===== src/rtl/sseg_scan_ctrl.sv =====
// Time-multiplexed 8-digit seven-segment scan controller with once-per-frame shadow capture.
// Optional leading-zero blanking is enabled by defining LEADING_ZERO_BLANK_EN.
module sseg_scan_ctrl #(
    parameter int CLK_DIV_BITS = 17,
    parameter int N_DIGITS     = 8
) (
    input  logic        clk,
    input  logic        rst,
    input  logic        en,
    input  logic        freeze,
    input  logic [31:0] hexs,
    input  logic [7:0]  points,
    input  logic [7:0]  LEs,
    output logic [3:0]  D,
    output logic        point,
    output logic        LE,
    output logic [7:0]  AN,
    output logic        frame_done
);

    localparam logic [2:0] LAST_IDX = 3'(N_DIGITS - 1);
    // Anode bits belonging to real digits; the rest are forced dark.
    localparam logic [7:0] USED_AN  = 8'((16'd1 << N_DIGITS) - 16'd1);

    logic [CLK_DIV_BITS-1:0] presc_q, presc_d;
    logic [2:0]              idx_q, idx_d;
    logic [31:0]             sh_hex_q, sh_hex_d;
    logic [7:0]              sh_pt_q, sh_pt_d;
    logic [7:0]              sh_le_q, sh_le_d;
    logic                    frame_done_q, frame_done_d;
    logic                    tick;
    logic                    wrap;
    logic [7:0]              le_force;

    always_ff @(posedge clk or posedge rst) begin
        if (rst) begin
            presc_q      <= '0;
            idx_q        <= '0;
            sh_hex_q     <= '0;
            sh_pt_q      <= '0;
            sh_le_q      <= 8'hFF;
            frame_done_q <= 1'b0;
        end else begin
            presc_q      <= presc_d;
            idx_q        <= idx_d;
            sh_hex_q     <= sh_hex_d;
            sh_pt_q      <= sh_pt_d;
            sh_le_q      <= sh_le_d;
            frame_done_q <= frame_done_d;
        end
    end

    always_comb begin
        tick         = en && (&presc_q);
        wrap         = tick && (idx_q == LAST_IDX);
        presc_d      = presc_q;
        idx_d        = idx_q;
        sh_hex_d     = sh_hex_q;
        sh_pt_d      = sh_pt_q;
        sh_le_d      = sh_le_q;
        frame_done_d = wrap;
        if (en) begin
            presc_d = presc_q + 1'b1;
        end
        if (tick) begin
            idx_d = wrap ? 3'd0 : idx_q + 3'd1;
        end
        // Capture only at the frame boundary so a frame never mixes old and new data.
        if (wrap && !freeze) begin
            sh_hex_d = hexs;
            sh_pt_d  = points;
            sh_le_d  = LEs;
        end
    end

`ifdef LEADING_ZERO_BLANK_EN
    generate
        for (genvar gi = 0; gi < 8; gi++) begin : g_lzb
            if (gi == 0 || gi >= N_DIGITS) begin : g_never
                assign le_force[gi] = 1'b0;
            end else begin : g_check
                // Blank when this digit and everything to its left is a plain zero.
                assign le_force[gi] = (sh_hex_q[4*N_DIGITS-1:4*gi] == '0) &&
                                      (sh_pt_q[N_DIGITS-1:gi] == '0);
            end
        end
    endgenerate
`else
    assign le_force = '0;
`endif

    always_comb begin
        D          = sh_hex_q[{idx_q, 2'b00} +: 4];
        point      = sh_pt_q[idx_q];
        LE         = sh_le_q[idx_q] | le_force[idx_q];
        AN         = en ? (~(8'd1 << idx_q) | ~USED_AN) : 8'hFF;
        frame_done = frame_done_q;
    end

endmodule


===== config.mk =====
export PLATFORM = sky130hd
export DESIGN_NAME = sseg_scan_ctrl
export DESIGN_NICKNAME = d
export VERILOG_FILES = /design/src/rtl/sseg_scan_ctrl.sv
export SDC_FILE = /design/constraint.sdc
export NUM_CORES = 1
export LEC_CHECK = 0
export CAP_MARGIN = 20
export CORE_UTILIZATION = 46
export CTS_CLUSTER_DIAMETER = 200
export DETAILED_ROUTE_END_ITERATION = 12
export HOLD_SLACK_MARGIN = 0.08
export PLACE_DENSITY = 0.76
export SLEW_MARGIN = 10
export SYNTH_ARGS = -nofsm -noshare
export SYNTH_HDL_FRONTEND = slang
export SYNTH_SLANG_ARGS = --single-unit

===== constraint.sdc =====
create_clock -name clk -period 2.3 [get_ports clk]
set_input_delay 0.46 -clock clk [delete_from_list [all_inputs] [get_ports clk]]
set_output_delay 0.46 -clock clk [all_outputs]
set_load 0.1 [all_outputs]

==> results of run 1 <==
[state kept, by name (all words and copies together), names as in the netlist]
register,flops
idx_q,3
sh_le_q,8
sh_hex_q,32
frame_done,1
sh_pt_q,8
presc_q,17
[layer usage]
| metal | vias up | GRT usage [%] | part of all wire (%) |
|---|---|---|---|
| met4 | 0 | 8.636 | 1.8 |
| met1 | 1019 | 26.65 | 45 |
| li1 | 969 | - | - |
| met2 | 46 | 30.30 | 49 |
| met5 | - | 0 | 0 |
| met3 | 11 | 3.619 | 3.5 |
[layout by cell type (no fill, tap or decap)]
cell type         n
and3_1            1
clkdlybuf4s50_1  51
xnor2_1          10
dfstp_2           8
clkbuf_8         12
clkbuf_16         1
buf_4             9
nor2_1            6
dfrtp_2           3
mux2_2           30
dfrtp_1          58
nor3_1            2
mux4_2           12
ha_1              8
a21o_1            1
clkbuf_1          3
nor2b_1           1
inv_2             1
clkinvlp_4        1
nand3_1          11
nand4_1           4
inv_1             3
xor2_1            5
nand2_1          22
and4_1            1
nand2b_2          1
nor4_1            1
o21ai_0           2
buf_12           18
clkinv_2          1
mux2_4           20
and3_4            1
nand2b_1          1
nand2_2           8
[cells by family (layout without fill, tap and decap cells)]
| logic type | after synthesis | after routing |
|---|---|---|
| DFF | 69 | 69 |
| buffers and inverters | 17 | 100 |
| AOI/OAI and AO/OA | 3 | 3 |
| muxes | 62 | 62 |
| and+or+nand+nor | 60 | 60 |
| adders and majority gates | 8 | 8 |
| xor gates and xnor gates | 15 | 15 |
[Yosys cell counts]
library cell	count
nor4_1	1
buf_2	5
mux4_2	12
nand3_1	11
mux2_4	20
xor2_1	5
nor2b_1	1
nand2b_1	1
clkbuf_1	2
xnor2_1	10
dfstp_2	8
and4_1	1
o21ai_0	2
and3_1	1
nand4_1	4
nor3_1	2
inv_1	5
ha_1	8
a21o_1	1
buf_4	2
dfrtp_1	61
mux2_2	30
nand2b_2	1
nand2_1	30
and3_4	1
nor2_1	6
buf_6	3
[path summary, 6_finish.rpt]
| check | startpoint | end | slack (ps) | cells after the start |
|---|---|---|---|---|
| setup / recovery | idx_q[1] | D[2] | 70 | 5 |
| hold / removal | presc_q[11] | presc_q[11] | 470 | 1 |
| setup reg to reg | presc_q[6] | sh_pt_q[2] | 220 | 8 |
| hold reg to reg | presc_q[11] | presc_q[11] | 470 | 1 |
| max in group asynchronous | rst | sh_le_q[0] | 1470 | 3 |
| min in group asynchronous | rst | sh_pt_q[7] | 530 | 3 |
[per-stage QoR]
| stage | setup slack, ps | power (uW) | instances |
|---|---|---|---|
| final | 68.23 | 2486 | 413 |
| after detailed placement | 193.7 | 1617 | 395 |
| after global routing | 2.005 | 2628 | 413 |
| after global placement | 223.3 | 1602 | 395 |
| after CTS | 3.998 | 2513 | 411 |
| after floorplan | 0.6711 | 1474 | 234 |
[worst max-delay path: stages (launching register included)]
cell	delay (ps)
dfrtp_2	430
clkbuf_16	180
mux4_2	480
nand2_1	100
nand2_2	70
buf_12	170
[final cells by class]
cell class                 instances  area, um2  share of cell area (%)
clock buffer                      15      176.4                   3.934
clock inverter                     1      5.005                  0.1116
inverter                           5      22.52                  0.5022
multi-input combinational        148       1456                   32.48
sequential                        69       1740                   38.81
tap                               96      120.1                   2.679
timing repair buffer              79      963.4                   21.48
[power by group through the flow]
stage / sequential [uW] / combinational, uW / clock [uW]
finish: 1340 / 246 / 894
global route: 1350 / 278 / 998
CTS: 1340 / 252 / 918
detailed placement: 1370 / 251 / 0
global placement: 1360 / 242 / 0
floorplan: 1350 / 125 / 0
[timing repair]
item | 4_1_cts | 5_1_grt
buffers inserted | 0 | 1
cloned | 0 | 1
setup endpoints to repair | 1 | 7
gates resized for setup | 1 | 10
==> flow_summary_export.csv, run 1 <==
group,metric,value,unit
yosys,seq_area_frac_synth,53.06,%
placement,io_buffers,66,
yosys,synth_xor_area_share,4.014,%
detailed_routing,wl_per_cell,15.58,um
run,max_cap_violations,0,
sta,worstMarginPinSlew,405.9,ps
sta,setup_viol,0,
cts,clock_latency,330,ps
yosys,synthSimpleGateAreaFrac,8.524,%
layout,nNetsFinal,372,
detailed_routing,via_count,2045,
die,die_height,86.36,um
cts,htreeDepth,3,
detailed_routing,drtPass1Iterations,4,
layout,fillCellCount,517,
cts,cts_hold_buf,0,
yosys,synthMuxAreaShare,27.75,%
sta,hold_viol_final,0,
sta,fin_crit,2232,ps
yosys,ys_warn_count,0,
sta,slew_headroom,72.73,%
layout,syn2layout_area_growth,37.00,%
yosys,synthAdderAreaFrac,3.058,%
sta,slew_violations,0,
placement,dp_hpwl,4652,um
die,num_rows,30,
worst_setup_path,cp-start-kind,"register",
power,switching_share,23.43,%
layout,antenna_cells,0,
global_routing,grt_max_degree,70,
yosys,synth_top_family_by_area,"multiplexers",
cts,root_buffer,"clkbuf_8",
yosys,synth_compound_area_share,0.5352,%
power,p_clk_share,36.0,%
global_routing,overflow,0,
worst_setup_path,cp_max_fo,6,
detailed_routing,drc_errors,0,
worst_setup_path,crit_required,1840,ps
yosys,synth.top_cell.area_share,46.64,%
cts,cts_buffers,9,
sta,fmax,448.1,MHz
worst_setup_path,crit_arrival,1770,ps
yosys,synthTopCellsByArea,"dfrtp_1, mux2_2, mux2_4",
yosys,synth_top_area_cell,"dfrtp_1",
sta,skew,5.147,ps
power,combPwrFrac,9.9,%
run_status,outcome,"complete, no violations",
cts,path_clk_slew,70,ps
sta,min_period_over_period,97.03,%
layout,layout-drive-gt1-share,39.75,%
yosys,syn_area_per_cell,13.99,um2
cts,cts_tree,"yes",
global_routing,grt_pass1_wl,10740,um
placement,gp_congestion,0.7400,
yosys,synth_cell_types,27,
worst_setup_path,endpoint_kind,"output port",
worst_setup_path,criticalPathCategory,"reg2out",
power,cellLeakagePower,0.002117,uW
die,core,0.006832,mm2
yosys,syn_inst,234,
power,power.switching,582.3,uW
cts,cts.sinks,69,
global_routing,track_usage,19.41,%
cts,cts_buffer_depth,2,
detailed_routing,via_per_inst,4.952,
power,power.internal,1903,uW
placement,place_area,0.004245,mm2
detailed_routing,routed_wl,6434,um
sta,hold_ws,471.3,ps
die,die_area,0.007457,mm2
die,die_w,86.36,um
die,start_util,47.91,%
yosys,syn-num-nets,294,
sta,finalSetupTns,0,ps
global_routing,antenna_found_initial,0,
detailed_routing,drtAntennaViolNets,0,
yosys,ys_ff_latch,69,
power,power.density,554.3,mW/mm2
layout,fin_util,65.64,%
sta,rsz0062_at_grt,"no",
power,peakVddDrop,0.0002834,V
layout,fin_area,0.004484,mm2
global_routing,grt_pass1_vias,2195,
detailed_routing,drtIter0Drc,130,
die,io_pins,67,
yosys,synth_area,0.003273,mm2
min_path,hold_class,"reg2reg",
power,pwr-share-seq,54.1,%
No activity file was read; power rests on OpenSTA's default activity.
==> run 2, diff against run 1 <==
- HOLD_SLACK_MARGIN: 0.08 -> 0.15
==> results of run 2 <==
Same layout as run 1: the final DEF is identical, and so are final timing and power.
